## src/rtl/operand_mux_pkg.sv

```systemverilog
// -----------------------------------------------------------------------------
// operand_mux_pkg
// Shared types and constants for the operand_mux_n block and its stages.
//   skid_state_t : occupancy of the optional two-entry skid buffer
//   entry_t      : one buffered operand {data, err} at the default 32-bit width
//   ERR_CNT_W    : width of the saturating out-of-range select counter
// -----------------------------------------------------------------------------
package operand_mux_pkg;

    localparam int ERR_CNT_W     = 8;
    localparam int DEFAULT_WIDTH = 32;

    localparam logic [ERR_CNT_W-1:0] ERR_CNT_MAX = '1;

    typedef enum logic [1:0] {
        EMPTY = 2'd0,   // nothing held
        ONE   = 2'd1,   // output register valid
        TWO   = 2'd2    // output register and skid register both valid
    } skid_state_t;

    typedef struct packed {
        logic [DEFAULT_WIDTH-1:0] data;
        logic                     err;
    } entry_t;

endpackage : operand_mux_pkg

```

## src/rtl/operand_mux_stage.sv

```systemverilog
// -----------------------------------------------------------------------------
// operand_mux_stage
// Single registered entry with a valid/ready handshake on both sides.
// The entry loads whenever the stage is empty or its content is leaving in the
// same cycle, so a full stage streams one entry per cycle without bubbles.
//
// Parameters
//   stage_entry_t : packed entry type carried by the stage
// Ports
//   clk        in   rising-edge clock
//   reset      in   asynchronous active-high reset; empties the stage and clears the entry
//   in_valid   in   upstream presents in_entry
//   in_ready   out  stage can take in_entry this cycle (combinational)
//   in_entry   in   entry to store
//   out_valid  out  out_entry holds a stored entry
//   out_ready  in   downstream takes out_entry this cycle
//   out_entry  out  stored entry; bit-stable while out_valid && !out_ready
// -----------------------------------------------------------------------------
module operand_mux_stage #(
    parameter type stage_entry_t = operand_mux_pkg::entry_t
) (
    input  logic         clk,
    input  logic         reset,
    input  logic         in_valid,
    output logic         in_ready,
    input  stage_entry_t in_entry,
    output logic         out_valid,
    input  logic         out_ready,
    output stage_entry_t out_entry
);

    logic         valid_q;
    stage_entry_t entry_q;

    assign in_ready  = !valid_q || out_ready;
    assign out_valid = valid_q;
    assign out_entry = entry_q;

    // NOTE: the data register is reset as well as the flag, because the block
    // must present all-zero output data while in reset, not stale operands.
    // NOTE: sequential state uses non-blocking assignments so every flop samples
    // pre-edge values regardless of statement order.
    always_ff @(posedge clk or posedge reset) begin
        if (reset) begin
            valid_q <= 1'b0;
            entry_q <= '0;
        end else if (in_valid && in_ready) begin
            valid_q <= 1'b1;
            entry_q <= in_entry;
        end else if (out_ready) begin
            valid_q <= 1'b0;
        end
    end

endmodule : operand_mux_stage

```

## src/rtl/operand_mux_n.sv

```systemverilog
// -----------------------------------------------------------------------------
// operand_mux_n
// Registered N-way operand selector with valid/ready flow control and a
// saturating count of out-of-range selects. An accepted offer appears on the
// output one cycle later; an out-of-range select yields all-zero data flagged
// by out_sel_err.
//
// Build option (macro OPERAND_MUX_SKID_EN)
//   undefined : single output register, in_ready = !out_valid || out_ready
//   defined   : two-entry skid buffer, in_ready driven from a flop so there is
//               no combinational path from out_ready to in_ready
//
// Parameters
//   WIDTH   operand width in bits
//   NUM_IN  number of operand sources (>= 2)
// Ports
//   clk          in   rising-edge clock
//   reset        in   asynchronous active-high reset
//   in_valid     in   upstream offers sel/data_in
//   in_ready     out  offer accepted this cycle when in_valid is also high
//   sel          in   source index (SEL_W bits)
//   data_in      in   NUM_IN packed candidate operands, data_in[i] = source i
//   out_valid    out  out_data holds a selected operand
//   out_ready    in   downstream consumes out_data
//   out_data     out  registered selected operand
//   out_sel_err  out  out_data came from a select >= NUM_IN
//   err_cnt      out  saturating count of accepted out-of-range selects
// -----------------------------------------------------------------------------
module operand_mux_n
    import operand_mux_pkg::*;
#(
    parameter  int WIDTH  = 32,
    parameter  int NUM_IN = 4,
    localparam int SEL_W  = $clog2(NUM_IN)
) (
    input  logic                         clk,
    input  logic                         reset,
    input  logic                         in_valid,
    output logic                         in_ready,
    input  logic [SEL_W-1:0]             sel,
    input  logic [NUM_IN-1:0][WIDTH-1:0] data_in,
    output logic                         out_valid,
    input  logic                         out_ready,
    output logic [WIDTH-1:0]             out_data,
    output logic                         out_sel_err,
    output logic [ERR_CNT_W-1:0]         err_cnt
);

    // Same layout as operand_mux_pkg::entry_t, sized to this instance.
    typedef struct packed {
        logic [WIDTH-1:0] data;
        logic             err;
    } mux_entry_t;

    logic                 accept;
    logic                 sel_oob;
    mux_entry_t           new_entry;
    mux_entry_t           out_entry;
    logic [ERR_CNT_W-1:0] err_cnt_q;

    assign accept  = in_valid && in_ready;
    assign sel_oob = (int'(sel) >= NUM_IN);

    // NOTE: every always_comb output gets a default first so no path can leave
    // it unassigned and infer a latch.
    always_comb begin
        new_entry = '0;
        if (sel_oob) begin
            new_entry.err = 1'b1;
        end else begin
            new_entry.data = data_in[sel];
        end
    end

    always_ff @(posedge clk or posedge reset) begin
        if (reset) begin
            err_cnt_q <= '0;
        end else if (accept && sel_oob && (err_cnt_q != ERR_CNT_MAX)) begin
            err_cnt_q <= err_cnt_q + ERR_CNT_W'(1);
        end
    end

    assign err_cnt     = err_cnt_q;
    assign out_data    = out_entry.data;
    assign out_sel_err = out_entry.err;

`ifdef OPERAND_MUX_SKID_EN

    skid_state_t state_q, state_d;
    logic        in_ready_q;
    logic        consume;
    logic        out_stage_in_valid;
    logic        out_stage_in_ready;
    mux_entry_t  out_stage_in_entry;
    logic        skid_in_valid;
    logic        skid_in_ready;
    logic        skid_valid;
    mux_entry_t  skid_entry;

    // Gating with reset keeps in_ready low during reset while the flop itself
    // resets high, so the first cycle after release can already accept.
    assign in_ready = in_ready_q && !reset;
    assign consume  = out_valid && out_ready;

    // A held skid entry always has priority into the output register so that
    // entries leave in acceptance order.
    assign out_stage_in_valid = skid_valid || accept;
    assign out_stage_in_entry = skid_valid ? skid_entry : new_entry;

    // Park an accepted entry only when the output register cannot take it.
    assign skid_in_valid = accept && !out_stage_in_ready && skid_in_ready;

    always_comb begin
        state_d = state_q;
        unique case (state_q)
            EMPTY: if (accept) state_d = ONE;
            ONE: begin
                if (accept && !consume)      state_d = TWO;
                else if (consume && !accept) state_d = EMPTY;
            end
            TWO:   if (consume) state_d = ONE;
            default: state_d = EMPTY;
        endcase
    end

    always_ff @(posedge clk or posedge reset) begin
        if (reset) begin
            state_q    <= EMPTY;
            in_ready_q <= 1'b1;
        end else begin
            state_q    <= state_d;
            in_ready_q <= (state_d != TWO);
        end
    end

    operand_mux_stage #(
        .stage_entry_t (mux_entry_t)
    ) u_skid_stage (
        .clk       (clk),
        .reset     (reset),
        .in_valid  (skid_in_valid),
        .in_ready  (skid_in_ready),
        .in_entry  (new_entry),
        .out_valid (skid_valid),
        .out_ready (out_stage_in_ready),
        .out_entry (skid_entry)
    );

    operand_mux_stage #(
        .stage_entry_t (mux_entry_t)
    ) u_out_stage (
        .clk       (clk),
        .reset     (reset),
        .in_valid  (out_stage_in_valid),
        .in_ready  (out_stage_in_ready),
        .in_entry  (out_stage_in_entry),
        .out_valid (out_valid),
        .out_ready (out_ready),
        .out_entry (out_entry)
    );

`else

    logic out_stage_in_ready;

    assign in_ready = out_stage_in_ready && !reset;

    operand_mux_stage #(
        .stage_entry_t (mux_entry_t)
    ) u_out_stage (
        .clk       (clk),
        .reset     (reset),
        .in_valid  (in_valid),
        .in_ready  (out_stage_in_ready),
        .in_entry  (new_entry),
        .out_valid (out_valid),
        .out_ready (out_ready),
        .out_entry (out_entry)
    );

`endif

endmodule : operand_mux_n

```

## config.mk

```make
export PLATFORM = sky130hd
export DESIGN_NAME = operand_mux_n
export DESIGN_NICKNAME = d
export VERILOG_FILES = /design/src/rtl/operand_mux_pkg.sv /design/src/rtl/operand_mux_stage.sv /design/src/rtl/operand_mux_n.sv
export SDC_FILE = /design/constraint.sdc
export NUM_CORES = 1
export LEC_CHECK = 0
export CORE_UTILIZATION = 35
export CTS_BUF_LIST = sky130_fd_sc_hd__clkbuf_8
export DETAILED_ROUTE_END_ITERATION = 7
export PLACE_DENSITY = 0.83
export SETUP_SLACK_MARGIN = 0.2
export SLEW_MARGIN = 20
export SYNTH_ARGS = -nofsm -noshare
export SYNTH_HDL_FRONTEND = slang
export SYNTH_SLANG_ARGS = --single-unit
```

## constraint.sdc

```tcl
create_clock -name clk -period 1.44 [get_ports clk]
set_input_delay 0.288 -clock clk [delete_from_list [all_inputs] [get_ports clk]]
set_output_delay 0.288 -clock clk [all_outputs]
set_load 0.05 [all_outputs]
```

==> metrics.cfg <==
[outcome]
status=finished with violations
failed_checks=negative setup slack

[cts]
clk_root_buffer_cell=sky130_fd_sc_hd__clkbuf_8
cts.sink_count=33
cts.htree.levels=2
cts_made_buffers=5
cts_tree=done
clkTransAtPathRegs_ns=0.07
postCtsHoldBufs=0
worst_case_clock_buffer_depth=2
worstSkewPairLatency_ns=0.28

[drt]
detailedRoute.firstIterationViolations=45
detail-route-antenna-nets=0
via_count=2337
detail_route.wirelength_mm=7.73
routed_via_density=5.22
drt_first_pass_iters=4
drc=0
drt-wirelength-per-cell_um=17.3

[global_routing]
grt_usage=0.220
globalRouteOverflowTotal=0
first_global_vias=2441
grt_start_max_net_pins=37
grt_pass1_wl_mm=12.2
antenna_found_initial=0

[worst_setup_path]
cp_cell_sequence=nor2b_4 > buf_8 > nor2_4 > buf_6
worst_path_max_delay_cell=sky130_fd_sc_hd__dfrtp_2
cp_slowest_stage_delay_ns=0.40
timing.reg2reg.setup_slack_ns=-0.01
cp_max_fo=4
crit_arrival_ns=1.17
timing.critical_path.to_type=primary output
start_kind=register
cp.required_ns=1.15
worst-setup-path-type=reg -> out
cpLargestDelayFamily=flip-flops
timing.critical_path.buf_inv=2

[cells_and_area]
net_total_in_the_final_layout=504
flow.area_growth_from_synthesis_pct=101
n_diodes=0
final_core_util=0.736
post_layout_nonfiller_instances=448
design_area_um2=4700
drive_above_1_share=0.267

[yosys]
library_cell_with_the_largest_summed_area_after_synthesis=sky130_fd_sc_hd__dfrtp_1
synth_largest_type_area_fraction=0.353
postSynth.asyncResetShare=1.00
synth_area_um2=2340
synthesis.area_per_instance_um2=11.8
netlist_top_cells_count=64 x sky130_fd_sc_hd__mux2i_1, 33 x sky130_fd_sc_hd__dfrtp_1, 32 x sky130_fd_sc_hd__o21ai_0
synth_enable_flop_cells=0
yosysUniqueCellTypes=17
netlist_top_cells_area=sky130_fd_sc_hd__dfrtp_1 35%, sky130_fd_sc_hd__mux2i_1 27%, sky130_fd_sc_hd__o221ai_2 19%
ys.warnings.count=0
main_synth_ff_type=sky130_fd_sc_hd__dfrtp_1
synth.most_common_cell=sky130_fd_sc_hd__mux2i_1
syn-instance-count=198
synth-seq-cells=33
synth_seq_area_share=0.353

[power]
internal_power_mw=2.95
p_leak_nw=2.00
seq_power_share=0.276
p_comb_frac=0.497
p_sw_frac=0.346
pwr-share-clk=0.228
worst_ir_drop_vdd_mv=0.686
power_switching_mw=1.56
report.power.total_mw=4.51
power_per_cell_area_nw_per_um2=960

[timing]
setup_total_negative_slack_ns=-0.0433
rsz0062_at_grt=true
maxClockFrequency_mhz=687
period_needed_ns=1.46
timing.final.max_slew_violations=0
setup_ws_ns=-0.0159
finalSetupViolCount=7
period_share=1.01
fin_hold_ws_ns=0.433
timing.final.hold_violations=0
fin_worst_skew_ns=0.00534

[floorplan]
y_dimension_of_the_die_um=83.7
die-area_um2=7010
placementRows=29
die_w_um=83.7
core_um2=6390
ios=177
start_util=0.366

[placement]
dp.cells=435
final_weighted_congestion_in_routability_driven_placement=0.718
place_ws_ns=-0.359
place.port_buffers=167
postPlaceCellArea_um2=4430
post-dp-hpwl_mm=6.00

[run]
max_cap_viols=0

[worst_hold_path]
hold_class=in -> async

==> layer usage <==
metal / wire length [um] / up-vias / share of wire / track usage
met1: 3010 / 1112 / 0.39 / 0.259
li1: - / 1105 / - / -
met3: 608 / 9 / 0.079 / 0.0623
met2: 4010 / 111 / 0.52 / 0.383
met5: 0 / - / 0 / 0
met4: 106 / 0 / 0.014 / 0.0724
==> layout by cell type, fill, tap and decap left out <==
cell type	synthesis	layout
sky130_fd_sc_hd__buf_12	0	39
sky130_fd_sc_hd__buf_4	13	10
sky130_fd_sc_hd__buf_6	4	2
sky130_fd_sc_hd__buf_8	0	1
sky130_fd_sc_hd__bufinv_16	0	2
sky130_fd_sc_hd__clkbuf_16	0	2
sky130_fd_sc_hd__clkbuf_8	0	5
sky130_fd_sc_hd__clkdlybuf4s50_1	0	131
sky130_fd_sc_hd__clkinv_2	0	1
sky130_fd_sc_hd__conb_1	1	9
sky130_fd_sc_hd__dfrtp_1	33	32
sky130_fd_sc_hd__dfrtp_2	0	1
sky130_fd_sc_hd__dlygate4sd2_1	0	1
sky130_fd_sc_hd__inv_1	1	1
sky130_fd_sc_hd__inv_2	1	1
sky130_fd_sc_hd__mux2i_1	64	64
sky130_fd_sc_hd__nand3b_1	1	1
sky130_fd_sc_hd__nor2_4	0	1
sky130_fd_sc_hd__nor2b_4	1	1
sky130_fd_sc_hd__o21ai_0	32	32
sky130_fd_sc_hd__o221ai_1	2	1
sky130_fd_sc_hd__o221ai_2	30	30
sky130_fd_sc_hd__o221ai_4	0	1
sky130_fd_sc_hd__or2_2	1	1
sky130_fd_sc_hd__or3_4	0	1
==> worst min-delay path, stage by stage <==
cell and delay, ns:
sky130_fd_sc_hd__clkdlybuf4s50_1 0.46, sky130_fd_sc_hd__inv_1 0.10, sky130_fd_sc_hd__buf_4 0.24
==> sequential cells by signal, summed over array words and instances, names as in the netlist <==
| signal | cells |
|---|---|
| u_out_stage.out_valid | 1 |
| u_out_stage.out_entry | 32 |
==> power groups by stage <==
stage	combinational [mW]	clock, mW	sequential, mW
finish	2.24	1.03	1.24
global route	2.34	1.08	1.26
CTS	2.23	1.05	1.24
detailed placement	2.20	0	1.26
global placement	2.17	0	1.26
floorplan	0.556	0	1.69
==> cell families (layout without fill, tap and decap cells) <==
logic type	Yosys count	in the layout	synth area share
AO/OA/AOI/OAI	64	64	0.269
buffers and inverters	31	196	0.0867
flip-flops	33	33	0.353
multiplexers	64	64	0.274
other	1	9	0.00160
AND/OR/NAND/NOR	5	5	0.0161
==> path summary, 6_finish.rpt <==
path | startpoint | to | cells past startpoint
hold / removal | reset | u_out_stage.out_entry[24] | 3
max in group asynchronous | reset | u_out_stage.out_entry[27] | 3
setup / recovery | u_out_stage.out_valid | in_ready | 4
hold reg to reg | u_out_stage.out_entry[23] | u_out_stage.out_entry[23] | 2
min in group clk | u_out_stage.out_entry[23] | u_out_stage.out_entry[23] | 2
setup reg to reg | u_out_stage.out_valid | u_out_stage.out_entry[21] | 5
==> cell type report <==
class,instances,area [um^2]
Inverter,2,7.51
Clock buffer,5,68.8
Fill cell,472,1690
Timing Repair Buffer,186,2260
Sequential cell,33,827
Multi-Input combinational cell,142,1370
Clock inverter,3,65.1
Tap cell,77,96.3
==> what timing repair did <==
action | CTS | global route
resized for setup | 10 | 4
cloned | 0 | 2
endpoints found under the setup margin | 34 | 34
buffers inserted | 2 | 1
pin swaps | 8 | 1
Power figures use the tool's default switching activity.
